File: src/rtl/char_action_fsm_if.sv
// Frame-tick, button and action-state signals exchanged between the
// character action FSM and its driver/consumer.
interface char_action_fsm_if;
  logic       frame_tick;
  logic       btn_left;
  logic       btn_right;
  logic       btn_attack;
  logic [3:0] state;
  logic       move_flag;
  logic       attack_hit;
  logic       busy;

  modport master (
    output frame_tick, btn_left, btn_right, btn_attack,
    input  state, move_flag, attack_hit, busy
  );

  modport slave (
    input  frame_tick, btn_left, btn_right, btn_attack,
    output state, move_flag, attack_hit, busy
  );
endinterface

File: src/rtl/char_action_fsm.sv
// Character action FSM: idle/move selection and two three-phase attacks,
// advanced only on frame ticks, with registered status outputs.
module char_action_fsm #(
  parameter int START_FRAMES        = 5,
  parameter int ACTIVE_FRAMES       = 2,
  parameter int RECOVERY_FRAMES     = 16,
  parameter int DIR_START_FRAMES    = 4,
  parameter int DIR_ACTIVE_FRAMES   = 3,
  parameter int DIR_RECOVERY_FRAMES = 15
) (
  input logic              clk,
  input logic              rst,
  char_action_fsm_if.slave bus
);

  typedef enum logic [3:0] {
    IDLE                = 4'd0,
    LEFT                = 4'd1,
    RIGHT               = 4'd2,
    ATTACK_START        = 4'd3,
    ATTACK_ACTIVE       = 4'd4,
    ATTACK_RECOVERY     = 4'd5,
    ATTACK_DIR_START    = 4'd6,
    ATTACK_DIR_ACTIVE   = 4'd7,
    ATTACK_DIR_RECOVERY = 4'd8
  } state_t;

  state_t     state_r;
  state_t     state_nxt_s;
  logic [4:0] cnt_r;
  logic [4:0] cnt_nxt_s;
  logic       attack_prev_r;
  logic       attack_prev_nxt_s;
  logic       attack_edge_s;
  logic       move_flag_r;
  logic       attack_hit_r;
  logic       busy_r;

  // Counter preload for a phase: dwell minus one, so the exit tick sees zero.
  function automatic logic [4:0] phase_len(input state_t st);
    logic [4:0] len;
    case (st)
      ATTACK_START:        len = 5'(START_FRAMES - 1);
      ATTACK_ACTIVE:       len = 5'(ACTIVE_FRAMES - 1);
      ATTACK_RECOVERY:     len = 5'(RECOVERY_FRAMES - 1);
      ATTACK_DIR_START:    len = 5'(DIR_START_FRAMES - 1);
      ATTACK_DIR_ACTIVE:   len = 5'(DIR_ACTIVE_FRAMES - 1);
      ATTACK_DIR_RECOVERY: len = 5'(DIR_RECOVERY_FRAMES - 1);
      default:             len = 5'd0;
    endcase
    return len;
  endfunction

  function automatic state_t next_phase(input state_t st);
    state_t nxt;
    case (st)
      ATTACK_START:      nxt = ATTACK_ACTIVE;
      ATTACK_ACTIVE:     nxt = ATTACK_RECOVERY;
      ATTACK_DIR_START:  nxt = ATTACK_DIR_ACTIVE;
      ATTACK_DIR_ACTIVE: nxt = ATTACK_DIR_RECOVERY;
      default:           nxt = IDLE;
    endcase
    return nxt;
  endfunction

  function automatic logic is_attack(input state_t st);
    return (st == ATTACK_START)     || (st == ATTACK_ACTIVE)     ||
           (st == ATTACK_RECOVERY)  || (st == ATTACK_DIR_START)  ||
           (st == ATTACK_DIR_ACTIVE)|| (st == ATTACK_DIR_RECOVERY);
  endfunction

  assign attack_edge_s = bus.btn_attack & ~attack_prev_r;

  // Next-state and counter logic; nothing moves without a frame tick.
  always_comb begin
    state_nxt_s       = state_r;
    cnt_nxt_s         = cnt_r;
    attack_prev_nxt_s = attack_prev_r;
    if (bus.frame_tick) begin
      attack_prev_nxt_s = bus.btn_attack;
      case (state_r)
        IDLE, LEFT, RIGHT: begin
          if (attack_edge_s && (bus.btn_left ^ bus.btn_right)) begin
            state_nxt_s = ATTACK_DIR_START;
          end else if (attack_edge_s) begin
            state_nxt_s = ATTACK_START;
          end else if (bus.btn_left && !bus.btn_right) begin
            state_nxt_s = LEFT;
          end else if (bus.btn_right && !bus.btn_left) begin
            state_nxt_s = RIGHT;
          end else begin
            state_nxt_s = IDLE;
          end
          cnt_nxt_s = phase_len(state_nxt_s);
        end
        ATTACK_START, ATTACK_ACTIVE, ATTACK_RECOVERY,
        ATTACK_DIR_START, ATTACK_DIR_ACTIVE, ATTACK_DIR_RECOVERY: begin
          if (cnt_r != 5'd0) begin
            cnt_nxt_s = cnt_r - 5'd1;
          end else begin
            state_nxt_s = next_phase(state_r);
            cnt_nxt_s   = phase_len(state_nxt_s);
          end
        end
        default: begin
          state_nxt_s = IDLE;
          cnt_nxt_s   = 5'd0;
        end
      endcase
    end else begin
      state_nxt_s       = state_r;
      cnt_nxt_s         = cnt_r;
      attack_prev_nxt_s = attack_prev_r;
    end
  end

  // State, counter and status registers; status is derived from the next
  // state so it lines up with the state register.
  always_ff @(posedge clk) begin
    if (rst) begin
      state_r       <= IDLE;
      cnt_r         <= 5'd0;
      attack_prev_r <= 1'b0;
      move_flag_r   <= 1'b0;
      attack_hit_r  <= 1'b0;
      busy_r        <= 1'b0;
    end else begin
      state_r       <= state_nxt_s;
      cnt_r         <= cnt_nxt_s;
      attack_prev_r <= attack_prev_nxt_s;
      move_flag_r   <= bus.frame_tick &&
                       ((state_nxt_s == LEFT) || (state_nxt_s == RIGHT));
      attack_hit_r  <= (state_nxt_s == ATTACK_ACTIVE) ||
                       (state_nxt_s == ATTACK_DIR_ACTIVE);
      busy_r        <= is_attack(state_nxt_s);
    end
  end

  assign bus.state      = state_r;
  assign bus.move_flag  = move_flag_r;
  assign bus.attack_hit = attack_hit_r;
  assign bus.busy       = busy_r;

endmodule

File: src/flat_wrapper.sv
// flat-port wrapper written by rule: the top's interface ports become plain ports
module char_action_fsm_flat 
#(
  parameter int START_FRAMES        = 5,
  parameter int ACTIVE_FRAMES       = 2,
  parameter int RECOVERY_FRAMES     = 16,
  parameter int DIR_START_FRAMES    = 4,
  parameter int DIR_ACTIVE_FRAMES   = 3,
  parameter int DIR_RECOVERY_FRAMES = 15
)
  (clk, rst, bus_frame_tick, bus_btn_left, bus_btn_right, bus_btn_attack, bus_state, bus_move_flag, bus_attack_hit, bus_busy);
  char_action_fsm_if bus_i ();
  input logic clk;
  input logic rst;
  input wire logic [$bits(bus_i.frame_tick)-1:0] bus_frame_tick;
  input wire logic [$bits(bus_i.btn_left)-1:0] bus_btn_left;
  input wire logic [$bits(bus_i.btn_right)-1:0] bus_btn_right;
  input wire logic [$bits(bus_i.btn_attack)-1:0] bus_btn_attack;
  output wire logic [$bits(bus_i.state)-1:0] bus_state;
  output wire logic [$bits(bus_i.move_flag)-1:0] bus_move_flag;
  output wire logic [$bits(bus_i.attack_hit)-1:0] bus_attack_hit;
  output wire logic [$bits(bus_i.busy)-1:0] bus_busy;
  assign bus_i.frame_tick = bus_frame_tick;
  assign bus_i.btn_left = bus_btn_left;
  assign bus_i.btn_right = bus_btn_right;
  assign bus_i.btn_attack = bus_btn_attack;
  assign bus_state = bus_i.state;
  assign bus_move_flag = bus_i.move_flag;
  assign bus_attack_hit = bus_i.attack_hit;
  assign bus_busy = bus_i.busy;
  char_action_fsm #(.START_FRAMES(START_FRAMES), .ACTIVE_FRAMES(ACTIVE_FRAMES), .RECOVERY_FRAMES(RECOVERY_FRAMES), .DIR_START_FRAMES(DIR_START_FRAMES), .DIR_ACTIVE_FRAMES(DIR_ACTIVE_FRAMES), .DIR_RECOVERY_FRAMES(DIR_RECOVERY_FRAMES)) u_core (.clk(clk), .rst(rst), .bus(bus_i));
endmodule
File: config.mk
export PLATFORM = sky130hd
export DESIGN_NAME = char_action_fsm_flat
export DESIGN_NICKNAME = d
export VERILOG_FILES = /design/src/rtl/char_action_fsm_if.sv /design/src/rtl/char_action_fsm.sv /design/src/flat_wrapper.sv
export SDC_FILE = /design/constraint.sdc
export NUM_CORES = 1
export LEC_CHECK = 0
export BUFFER_PORTS_ARGS = -buffer_cell sky130_fd_sc_hd__buf_4
export CELL_PAD_IN_SITES_DETAIL_PLACEMENT = 1
export CELL_PAD_IN_SITES_GLOBAL_PLACEMENT = 1
export CORE_ASPECT_RATIO = 0.6
export CORE_MARGIN = 2
export CORE_UTILIZATION = 40
export CTS_BUF_LIST = sky130_fd_sc_hd__clkbuf_4
export DETAILED_ROUTE_END_ITERATION = 10
export PLACE_DENSITY_LB_ADDON = 0.3
export SETUP_SLACK_MARGIN = 0.2
export SLEW_MARGIN = 5
export SYNTH_ARGS = -nofsm -noshare
export SYNTH_HDL_FRONTEND = slang
export SYNTH_SLANG_ARGS = --single-unit
File: constraint.sdc
create_clock -name clk -period 3 [get_ports clk]
set_clock_uncertainty 0.05 [all_clocks]
set_input_delay 0.45 -clock clk [delete_from_list [all_inputs] [get_ports clk]]
set_output_delay 0.45 -clock clk [all_outputs]
set_load 0.01 [all_outputs]
==> metrics.yaml <==
status:
  outcome: "finished clean"
timing:
  slew_headroom_pct: 57.6
  tns_ns: 0
  fin_crit_ns: 2.44
  period_share_pct: 81.5
  finalHoldViolCount: 0
  setup_violations: 0
  max_freq_mhz: 409
  slew_viol_final: 0
  setup_slack_ns: 0.556
  worst_slew_pin_slew_ns: 0.633
  rsz0062_at_grt: "false"
placed_design:
  placed_cells: 158
  dp_slack_ns: 0.651
  portBuffers: 12
  post-dp-hpwl_um: 2190
  gp_congestion: 0.834
finish:
  nets: 143
  fin_cells: 162
  final_cell_mix: "buf_4, dfxtp_1, inv_1, a21oi_1, nor2_1"
  area_growth_pct: 14.0
  num_antenna_cells: 0
  drive_above_1_share_pct: 17.4
detailed_routing:
  maxUsedRoutingLayer: "met4"
  initialDrtViolationCount: 150
  via_count: 977
  routed_wl_um: 2970
  m1WireLength_um: 1480
  drcViolationCount: 0
  ant_nets: 0
  wl_met3_um: 143
  wl_met2_um: 1330
  via_per_inst: 6.03
  first_pass_iters: 4
  wire_per_inst_um: 18.3
setup_path:
  cp_slowest_cell: "nor4b_4"
  crit_path_max_fanout: 13
  critPathTopFamily: "compound AO/OA/AOI/OAI gates"
  worstPathCellList: "inv_1 -> ha_1 -> nor4b_4 -> buf_4 -> nor3b_1 -> o21ai_0 -> a21oi_1 -> o31ai_1 -> a21oi_1"
  slowest_delay_ns: 0.55
  crit_buf_inv: 2
  cp.arrival_ns: 2.57
  crit_path_end_kind: "flop"
  worst_setup_path_start_kind: "flop"
  path_common_cell: "a21oi_1"
  crit_type: "flop to flop"
  critPathRequiredTime_ns: 3.13
clock_network:
  clockBufferDepth: 2
  cts.repair.resized: 0
  cts_buffers: 3
  ctsRootBufferMaster: "clkbuf_4"
  postCtsHoldBufs: 0
  cts_max_level: 1
  clock_sinks: 13
  cts.clk_slew.worst_paths_ns: 0.10
  clock_latency_ns: 0.30
  post-cts-setup-buffer-count: 0
  cts_tree: "built"
global_route:
  antenna_found_initial: 0
  grt_max_degree: 18
  grt_pass1_vias: 927
  grt_first_pass_wirelength_um: 4880
  gr-total-overflow: 0
  grt.total_usage_pct: 23.5
yosys:
  yosysUniqueCellTypes: 40
  async_flop_share_pct: 0
  yosys_warnings: 0
  synth_flop_cell: "dfxtp_1"
  synth_edf_count: 0
  synth_cells: 122
  synth-seq-cells: 13
  synthesis.nets: 132
  ys_seq_area_share_pct: 27.7
  syn_area_per_cell_um2: 7.71
  synth_area_um2: 941
die:
  die_x_um: 66.6
  die_h_um: 41.6
  io_pins: 13
  coreArea_um2: 2200
  die_area_um2: 2770
  initial_core_util_pct: 42.8
  row_count: 13
power:
  vdd_drop_max_uv: 283
  leakage_nw: 0.440
  pwr_density_cell_nw_per_um2: 492
run:
  cap_viol_max_count: 0
min_path:
  hold_path.class: "primary input to flop"
state kept, by name, indices dropped and copies added, names as in the netlist:
register / cells
u_core.bus.attack_hit: 1
u_core.attack_prev_r: 1
u_core.bus.state: 4
u_core.bus.move_flag: 1
u_core.bus.busy: 1
u_core.cnt_r: 5
final timing paths:
kind / from / endpoint / slack (ns) / cells after the start
worst max-delay path: u_core.cnt_r[0] / u_core.cnt_r[1] / 0.56 / 9
worst min-delay path: rst / u_core.bus.busy / 0.37 / 2
worst max register to register: u_core.cnt_r[0] / u_core.cnt_r[1] / 0.56 / 9
worst min register to register: u_core.cnt_r[4] / u_core.cnt_r[4] / 0.49 / 2
report_power, final:
part / internal, mW / leakage, nW / switching, mW
sequential: 0.188 / 0.106 / 0.0270
combinational: 0.0857 / 0.316 / 0.105
clock: 0.0497 / 0.0177 / 0.0717
total: 0.323 / 0.440 / 0.204
final cells by class:
cell class | count | area, µm²
clock inverter | 1 | 5.00
clock buffer | 3 | 22.5
fill | 275 | 1120
inverter | 10 | 37.5
sequential | 13 | 260
tap | 30 | 37.5
timing repair buffer | 13 | 97.6
multi-input combinational | 92 | 612
cell families after synthesis:
group | after synthesis | synth area share (%)
simple gates | 46 | 29.0
compound gates | 37 | 25.5
buf+inv | 17 | 7.31
flops | 13 | 27.7
fa+ha+maj | 4 | 5.32
mux | 3 | 3.32
xor+xnor | 2 | 1.86
synth_stat cells (2+ instances only):
cell type,instances,area (µm²)
buf_2,4,20.0
mux2i_1,2,20.0
a21oi_2,2,17.5
inv_1,10,37.5
or3_1,2,12.5
and2_1,2,12.5
o21ai_0,6,30.0
o21a_1,3,22.5
nand2_1,8,30.0
o22ai_1,2,12.5
xor2_1,2,17.5
and3_1,2,12.5
clkbuf_1,3,11.3
a31oi_1,3,18.8
dfxtp_1,13,260
nor3_1,7,35.0
nor2b_1,2,12.5
o31ai_1,2,15.0
o22a_1,2,17.5
nor3b_1,3,22.5
nand2b_1,2,12.5
nor2_1,10,37.5
a21oi_1,10,50.1
ha_1,4,50.1
layer usage:
layer  up-vias  track usage [%]
met2        25             33.4
li1        457                -
met4         0             3.67
met3         2             6.78
met5         -                0
met1       493             35.5
stage by stage:
stage	total power [mW]	util (%)	hold slack [ns]	instance area (µm²)
2_1_floorplan	0.343	-	0.416	941
3_3_place_gp	0.394	47.6	0.453	1040
3_5_place_dp	0.404	47.6	0.476	1040
4_1_cts	0.524	48.8	0.368	1070
5_1_grt	0.553	48.8	0.362	1070
6_report	0.527	48.8	0.371	1070
Note: power is estimated with default switching activity, not from simulation.
